File: src/rtl/tinyodin_obi_pkg.sv
// Shared types and constants for the tinyODIN OBI responder: region decode,
// per-core address widths and the default OBI request/response structs.
package tinyodin_obi_pkg;

    localparam int REGION_MSB = 21;
    localparam int REGION_LSB = 20;

    localparam int SPK_AW_DEF  = 6;
    localparam int NEUR_AW_DEF = 8;
    localparam int SYN_AW_DEF  = 13;

    typedef enum logic [1:0] {
        TGT_SPK  = 2'd0,
        TGT_NEUR = 2'd1,
        TGT_SYN  = 2'd2,
        TGT_CTRL = 2'd3
    } tgt_e;

    typedef struct packed {
        logic        req;
        logic        we;
        logic [3:0]  be;
        logic [31:0] addr;
        logic [31:0] wdata;
    } obi_req_t;

    typedef struct packed {
        logic        gnt;
        logic        rvalid;
        logic [31:0] rdata;
    } obi_resp_t;

    // One-hot SRAM strobe {syn,neur,spk}; the control region owns no SRAM.
    function automatic logic [2:0] tgt_onehot(input tgt_e tgt);
        logic [2:0] oh;
        oh = 3'b000;
        case (tgt)
            TGT_SPK:  oh = 3'b001;
            TGT_NEUR: oh = 3'b010;
            TGT_SYN:  oh = 3'b100;
            default:  oh = 3'b000;
        endcase
        return oh;
    endfunction

endpackage

File: src/rtl/tinyodin_obi_decode.sv
// Combinational region decode: bus address -> target, zero-extended word
// address and a stall flag when the charge core owns the target SRAM.
module tinyodin_obi_decode
    import tinyodin_obi_pkg::*;
#(
    parameter int SPK_AW  = SPK_AW_DEF,
    parameter int NEUR_AW = NEUR_AW_DEF,
    parameter int SYN_AW  = SYN_AW_DEF
) (
    input  logic [31:0]       addr,
    input  logic              core_busy,
    output tgt_e              tgt,
    output logic [SYN_AW-1:0] word_addr,
    output logic              stall
);

    // Bits above the region field and above each core's width simply alias.
    logic unused_addr;
    assign unused_addr = ^addr;

    // Region select, per-core offset extraction and busy arbitration.
    always_comb begin
        tgt       = tgt_e'(addr[REGION_MSB:REGION_LSB]);
        word_addr = '0;
        stall     = 1'b0;
        case (tgt)
            TGT_SPK: begin
                word_addr[SPK_AW-1:0] = addr[SPK_AW-1:0];
            end
            TGT_NEUR: begin
                word_addr[NEUR_AW-1:0] = addr[NEUR_AW-1:0];
                stall                  = core_busy;
            end
            TGT_SYN: begin
                word_addr = addr[SYN_AW-1:0];
                stall     = core_busy;
            end
            default: begin
                word_addr = '0;
            end
        endcase
    end

endmodule

File: src/rtl/tinyodin_obi_responder.sv
// OBI responder front-end of tinyODIN. Grants host requests, converts them
// into SRAM strobes, owns the control register and returns one response per
// accepted request on the following cycle.
//
//  state   | meaning
//  IDLE    | no response owed this cycle
//  RESP    | rvalid high; response for the request accepted last cycle
module tinyodin_obi_responder
    import tinyodin_obi_pkg::*;
#(
    parameter int  SPK_AW  = SPK_AW_DEF,
    parameter int  NEUR_AW = NEUR_AW_DEF,
    parameter int  SYN_AW  = SYN_AW_DEF,
    parameter type req_t   = obi_req_t,
    parameter type rsp_t   = obi_resp_t
) (
    input  logic              CLK,
    input  logic              RST,
    input  req_t              obi_req_i,
    output rsp_t              obi_rsp_o,
    input  logic              core_busy_i,
    output logic [2:0]        mem_en_o,
    output logic              mem_we_o,
    output logic [SYN_AW-1:0] mem_addr_o,
    output logic [31:0]       mem_wdata_o,
    input  logic [31:0]       spk_rdata_i,
    input  logic [31:0]       neur_rdata_i,
    input  logic [31:0]       syn_rdata_i,
    output logic [31:0]       ctrl_o,
    output logic              ctrl_wr_o
);

    typedef enum logic {
        ST_IDLE = 1'b0,
        ST_RESP = 1'b1
    } state_e;

    state_e            state_q, state_d;
    tgt_e              dec_tgt, tgt_q;
    logic [SYN_AW-1:0] dec_addr;
    logic              dec_stall;
    logic              we_q;
    logic [31:0]       ctrl_q;
    logic              ctrl_wr_q;
    logic              gnt;
    logic              rvalid;
    logic [31:0]       rdata;

    // Byte enables are not used: every write is a full word.
    logic unused_be;
    assign unused_be = ^obi_req_i.be;

    tinyodin_obi_decode #(
        .SPK_AW  (SPK_AW),
        .NEUR_AW (NEUR_AW),
        .SYN_AW  (SYN_AW)
    ) u_decode (
        .addr      (obi_req_i.addr),
        .core_busy (core_busy_i),
        .tgt       (dec_tgt),
        .word_addr (dec_addr),
        .stall     (dec_stall)
    );

    // Reset also blocks grants so no strobe leaks out during a reset cycle.
    assign gnt = obi_req_i.req & ~dec_stall & ~RST;

    // Response FSM state register.
    always_ff @(posedge CLK) begin
        if (RST) state_q <= ST_IDLE;
        else     state_q <= state_d;
    end

    // Next state: stay in RESP while requests keep being accepted back-to-back.
    always_comb begin
        state_d = state_q;
        case (state_q)
            ST_IDLE: if (gnt)  state_d = ST_RESP;
            ST_RESP: if (!gnt) state_d = ST_IDLE;
            default: state_d = ST_IDLE;
        endcase
    end

    // Capture target/direction of the accepted request and update the control register.
    always_ff @(posedge CLK) begin
        if (RST) begin
            tgt_q     <= TGT_SPK;
            we_q      <= 1'b0;
            ctrl_q    <= '0;
            ctrl_wr_q <= 1'b0;
        end else begin
            ctrl_wr_q <= gnt & obi_req_i.we & (dec_tgt == TGT_CTRL);
            if (gnt) begin
                tgt_q <= dec_tgt;
                we_q  <= obi_req_i.we;
                if (obi_req_i.we && dec_tgt == TGT_CTRL) ctrl_q <= obi_req_i.wdata;
            end
        end
    end

    // SRAM strobes are driven in the accept cycle only, for memory regions.
    always_comb begin
        mem_en_o    = '0;
        mem_we_o    = 1'b0;
        mem_addr_o  = '0;
        mem_wdata_o = '0;
        if (gnt && dec_tgt != TGT_CTRL) begin
            mem_en_o    = tgt_onehot(dec_tgt);
            mem_we_o    = obi_req_i.we;
            mem_addr_o  = dec_addr;
            mem_wdata_o = obi_req_i.wdata;
        end
    end

    // Read data mux steered by the registered target; writes return zero.
    always_comb begin
        rvalid = (state_q == ST_RESP) & ~RST;
        rdata  = '0;
        if (rvalid && !we_q) begin
            case (tgt_q)
                TGT_SPK:  rdata = spk_rdata_i;
                TGT_NEUR: rdata = neur_rdata_i;
                TGT_SYN:  rdata = syn_rdata_i;
                default:  rdata = ctrl_q;
            endcase
        end
    end

    // Pack the response struct.
    always_comb begin
        obi_rsp_o        = '0;
        obi_rsp_o.gnt    = gnt;
        obi_rsp_o.rvalid = rvalid;
        obi_rsp_o.rdata  = rdata;
    end

    assign ctrl_o    = ctrl_q;
    assign ctrl_wr_o = ctrl_wr_q & ~RST;

endmodule

File: config.mk
export PLATFORM = sky130hd
export DESIGN_NAME = tinyodin_obi_responder
export DESIGN_NICKNAME = d
export VERILOG_FILES = /design/src/rtl/tinyodin_obi_pkg.sv /design/src/rtl/tinyodin_obi_decode.sv /design/src/rtl/tinyodin_obi_responder.sv
export SDC_FILE = /design/constraint.sdc
export NUM_CORES = 1
export LEC_CHECK = 0
export CAP_MARGIN = 15
export CORE_AREA = 4 4 109 111
export CTS_CLUSTER_SIZE = 40
export DETAILED_ROUTE_END_ITERATION = 10
export DIE_AREA = 0 0 113 115
export HOLD_SLACK_MARGIN = 0.12
export PLACE_DENSITY = 0.73
export SYNTH_ARGS = -nofsm -noshare
export SYNTH_HDL_FRONTEND = slang
export SYNTH_SLANG_ARGS = --single-unit
File: constraint.sdc
create_clock -name CLK -period 3.05 [get_ports CLK]
set_input_delay 0.7625 -clock CLK [delete_from_list [all_inputs] [get_ports CLK]]
set_output_delay 0.7625 -clock CLK [all_outputs]
set_load 0.02 [all_outputs]
# Word level (Yosys, flattened, before mapping)
# Index checks and enable logic that the tools add are counted.
[word_totals]
out_inout_bits = 116
reg_bits = 37
word_cells = 40
[classes]
mux = 12
reduce_logical = 9
n_eq_ne = 6
bitwise_logic = 8
[ops]
columns = ["op", "count"]
rows = [
  ["case mux 32 bit (3 select lines)", 1],
  ["two-way mux 32 bit", 2],
  ["two-way mux 13 bit", 1],
  ["case mux 3 bit (3 select lines)", 1],
  ["bitwise AND 1 bit", 6],
  ["equality test 2 bit (second input constant)", 3],
  ["two-way mux 6 bit", 1],
  ["two-way mux 5 bit", 1],
  ["equality test 2 x 1 -> 1 bit (second input constant)", 2],
  ["zero test 2 bit", 2],
  ["logical AND 1 bit", 3],
  ["two-way mux 1 bit", 3],
  ["two-way mux 3 bit", 1],
  ["OR reduction 3 bit", 1],
  ["two-way mux 2 bit", 1],
  ["inequality test 2 bit (second input constant)", 1],
  ["inverter 1 bit", 2],
  ["AND reduction 2 bit", 1],
  ["OR reduction 2 bit", 1],
  ["zero test 1 bit", 1],
]

# Logic depth before layout (Yosys ltp)
[depth]
word_depth = 8
ltp_mapped = 8

# Cells and area by module
# From an unflattened synthesis, not the netlist that was laid out.
[unflattened]
hier_cells = 315
hier_area_um2 = 2940.3
[modules_own_cells]
columns = ["mod", "n_inst", "area_per_inst_um2", "cells_per_inst"]
rows = [
  ["tinyodin_obi_responder", 1, 2808.9, 296],
  ["tinyodin_obi_decode", 1, 131.4, 19],
]

# Least setup slack after synthesis
# OpenSTA, ideal clock, no wires.
[synth_timing]
path_type = "in2out"
from = "input obi_req_i[52] (netlist name)"
to = "output mem_wdata_o[20]"
t_required_ns = 2.288
t_arrival_ns = 2.198
setup_slack_ns = 0.089
stages = 8
cell_sequence = "inv_1 -> ha_1 -> a21bo_1 -> buf_6 -> nor3_2 -> clkbuf_2 -> clkbuf_1 -> and2_1"
[synth_between]
elab_chain_cells = 8
word_cells_on_any_way = 10
cone_classes = "eq/ne (3); mux (2); bitwise (3); reduce/logical (2)"
[synth_lines]
columns = ["element", "line_no", "source"]
rows = [
  ["start, declared", "tinyodin_obi_responder.sv:19", "input req_t obi_req_i,"],
  ["equality test 2 x 1 -> 1 bit / equality test 2 bit (equally long branches)", "tinyodin_obi_decode.sv:26", "case (tgt)"],
  ["OR reduction 2 bit (no line)", "--", ""],
  ["two-way mux 1 bit", "tinyodin_obi_decode.sv:26", ""],
  ["inverter 1 bit", "tinyodin_obi_responder.sv:66", "assign gnt = obi_req_i.req & ~dec_stall & ~RST;"],
  ["bitwise AND 1 bit (2 in a row)", "tinyodin_obi_responder.sv:66", ""],
  ["logical AND 1 bit *", "tinyodin_obi_responder.sv:107", "if (gnt && dec_tgt != TGT_CTRL) begin"],
  ["two-way mux 32 bit *", "tinyodin_obi_responder.sv:107", ""],
  ["end, declared", "tinyodin_obi_responder.sv:25", "output logic [31:0] mem_wdata_o,"],
]
# Every way passes the cells marked *; elsewhere a longest branch is shown, timed or not.

# Worst setup path after layout
[layout_timing]
from = "input obi_req_i[52] (netlist name)"
to = "output mem_addr_o[4]"
[layout_between]
elab_chain_cells = 8
word_cells_on_any_way = 13
cone_classes = "eq/ne (3); mux (3); bitwise (3); reduce/logical (4)"
[layout_lines]
columns = ["element", "line_no", "source"]
rows = [
  ["equality test 2 x 1 -> 1 bit / equality test 2 bit (equally long branches)", "tinyodin_obi_decode.sv:26", ""],
  ["OR reduction 2 bit (no line)", "--", ""],
  ["two-way mux 1 bit", "tinyodin_obi_decode.sv:26", ""],
  ["inverter 1 bit", "tinyodin_obi_responder.sv:66", ""],
  ["bitwise AND 1 bit (2 in a row)", "tinyodin_obi_responder.sv:66", ""],
  ["logical AND 1 bit", "tinyodin_obi_responder.sv:107", ""],
  ["two-way mux 13 bit *", "tinyodin_obi_responder.sv:107", ""],
  ["end, declared", "tinyodin_obi_responder.sv:24", "output logic [SYN_AW-1:0] mem_addr_o,"],
]
# Marked as above.

==> results by group <==
Setup path
  • Critical Path Sink Type: output port
  • CP Cell Sequence: clkbuf_2 > inv_2 > ha_4 > a21bo_4 > nor3_4 > buf_6 > buf_12 > buf_16 > and2_1 > buf_2
  • CP max stage cell: ha_4
  • Critical path peak fanout: 8
  • Crit Path Class: input port to output port
  • Crit path required time: between 2 and 2.5 ns
  • Slowest stage delay, CP: 0.23 ns
  • Worst setup SP type: input port
  • Worst Path Arrival: roughly 2.2 ns

GRT
  • First-pass GRT wire length: 18600 um
  • Vias in the first global route: roughly 3400
  • Total GRT Usage: 18.2%
  • Overflow after GRT: 0
  • Largest net degree at the start of global routing: 24
  • Initial antenna violation count: 0

Detailed routing
  • Pre-antenna DRT Iters: 4
  • Total number of vias: roughly 3100
  • DRC violations left: 0
  • Via/cell ratio: roughly 4.6
  • DRT iter0 DRCs: between 80 and 90
  • Drt total wl: ~12000 um
  • Per-cell routed wire length: 18.3 um
  • Final antenna-violating net count: 0

Synthesis
  • Post-Syn Instances: between 200 and 300
  • Sequential area share after synthesis: approximately a quarter
  • Ys async rst share: 0%
  • Post-synth top area share: between 20% and 30%
  • Synth area leader: dfxtp_1
  • Synthesized area: around 2800 um^2
  • Top cells by area in the synthesized netlist: dfxtp_1 (26%), mux4_2 (25%), nor2b_1 (15%), mux2_2 (11%), and2_1 (9.0%)
  • Syn Nets: ~440
  • Synth Warn #: 0
  • Avg Cell Area, Syn: roughly 11 um^2
  • Yosys cell types: 23
  • Seq cells post-synth: 37
  • Synth Flop Type: dfxtp_1
  • EDFF count, synth: 0

Status
  • Status: finished clean

STA
  • Final Hold Slack: around 0.47 ns
  • FMAX: approximately 340 MHz
  • Fin. max-slew vios: 0
  • Final cycle utilization of the critical path: a little over nine tenths
  • Slew HR: around three quarters
  • Fin Setup TNS: 0 ns
  • RSZ-0062 raised after global routing: false
  • Final Hold Viols: 0
  • Worst slew pin tran: between 0.3 and 0.4 ns
  • PnR worst setup slack: between 0.07 and 0.08 ns
  • Clk_skew: 0 ns
  • Final min period: 2.97 ns
  • Final setup violation count: 0

Die
  • Die area: 13000 um^2
  • Cell row count: 38
  • Die W: approximately 110 um
  • Initial Util: a little over a quarter
  • CORE AREA: 10800 um^2
  • I/O pin total: 285
  • Die height: between 100 and 150 um

Place
  • DP Worst Slack: -0.750 ns
  • I/O Buffers: around 260
  • Placer Congestion: approximately 0.83
  • Cell Area, Placed: 5760 um^2
  • DP HPWL: 10000 um

CTS
  • TritonCTS clock tree: done
  • Htree depth: 2
  • CTS sink count: 37
  • CTS Buf Count: 5
  • Max clock buf depth: 2
  • Hold buffers post-CTS: 0
  • Clk slew on worst S/H paths: ~0.09 ns
  • CTS Root Cell: clkbuf_8
  • Clock latency at the later pin of the worst-skew pair: approximately 0.29 ns

Final layout
  • Commonest non-fill, non-tap cells in the layout: clkdlybuf4s50_1 (176), nor2b_1 (66), buf_2 (47)
  • Layout cell share with drive strength beyond 1: a little under 30%
  • Post-route cell area: 5740 um^2
  • Final net count: 708
  • Antenna cells: 0
  • Area delta synth->final: 102%
  • Most common cell after layout, fill and taps aside: clkdlybuf4s50_1

Power
  • Total power: 1.41 mW
  • Leak: between 2 and 3 nW
  • VDD IR max: between 0.1 and 0.15 mV
  • Power Density: around 250 nW/um^2

Min path
  • Hold Crit Class: flop to flop

Job
  • Max Cap Viol: 0
[metal layers]
metal  part of all wire (%)  GRT usage, %
met1                     37          19.0
met2                     53          35.4
met3                    9.2          5.95
met4                    1.3          4.17
met5                      0             0
[critical path: cells and delay by family]
family | cells | cell delay, ns
buffers and inverters | 6 | 0.68
adder cells (fa/ha/maj) | 1 | 0.23
AND/OR/NAND/NOR | 2 | 0.30
AO/OA/AOI/OAI | 1 | 0.22
[per-stage QoR]
stage	instances	util (%)
after detailed placement	662	53.4
final	676	53.1
after floorplan	265	-
after global routing	676	53.1
after global placement	662	53.4
after CTS	675	52.8
[cells by family (layout without fill, tap and decap cells)]
family          count (synthesis)  count (layout)  share of synthesized area (%)
buf+inv                        28             299                           5.32
fa+ha+maj                       4               4                           1.76
mux                            64              64                           38.0
simple gates                  127             127                           27.7
flops                          37              37                           26.0
compound gates                  5               5                           1.14
[path summary, 6_finish.rpt]
kind,start,to,slack [ns],cells past startpoint
worst max register to register,tgt_q[1],tgt_q[1],2.04,3
worst max-delay path,obi_req_i[52],mem_addr_o[4],0.08,10
worst min-delay path,we_q,we_q,0.47,2
worst min register to register,we_q,we_q,0.47,2
[repair_timing]
item | CTS | global route
gates cloned | 2 | 0
buffers inserted | 3 | 1
setup endpoints to repair | 73 | 57
gates resized for setup | 229 | 21
pin swaps | 1 | 1
[cells in the mapped netlist, types with 3 or more instances]
| master | count |
|---|---|
| a21oi_1 | 3 |
| and2_1 | 41 |
| and3_1 | 7 |
| buf_2 | 5 |
| buf_6 | 4 |
| clkbuf_1 | 13 |
| dfxtp_1 | 37 |
| ha_1 | 4 |
| mux2_1 | 3 |
| mux2_2 | 29 |
| mux4_2 | 32 |
| nand2_1 | 7 |
| nor2b_1 | 66 |
[flip-flops by register name (all words and copies together) (netlist names)]
register and count:
ctrl_o 32, ctrl_wr_q 1, state_q 1, tgt_q 2, we_q 1
[cell type report]
type	instances	area (um^2)
inverter	2	7.51
clock inverter	3	22.5
clock buffer	5	68.8
sequential	37	743
fill	1024	5060
timing repair buffer	289	2730
tap	140	175
multi-input combinational	200	1980
[power by group]
part | total, mW | switching (mW) | internal [mW]
clock | 0.356 | 0.195 | 0.161
sequential | 0.506 | 0.0114 | 0.495
combinational | 0.550 | 0.196 | 0.354
(Power assumes the default switching activity.)
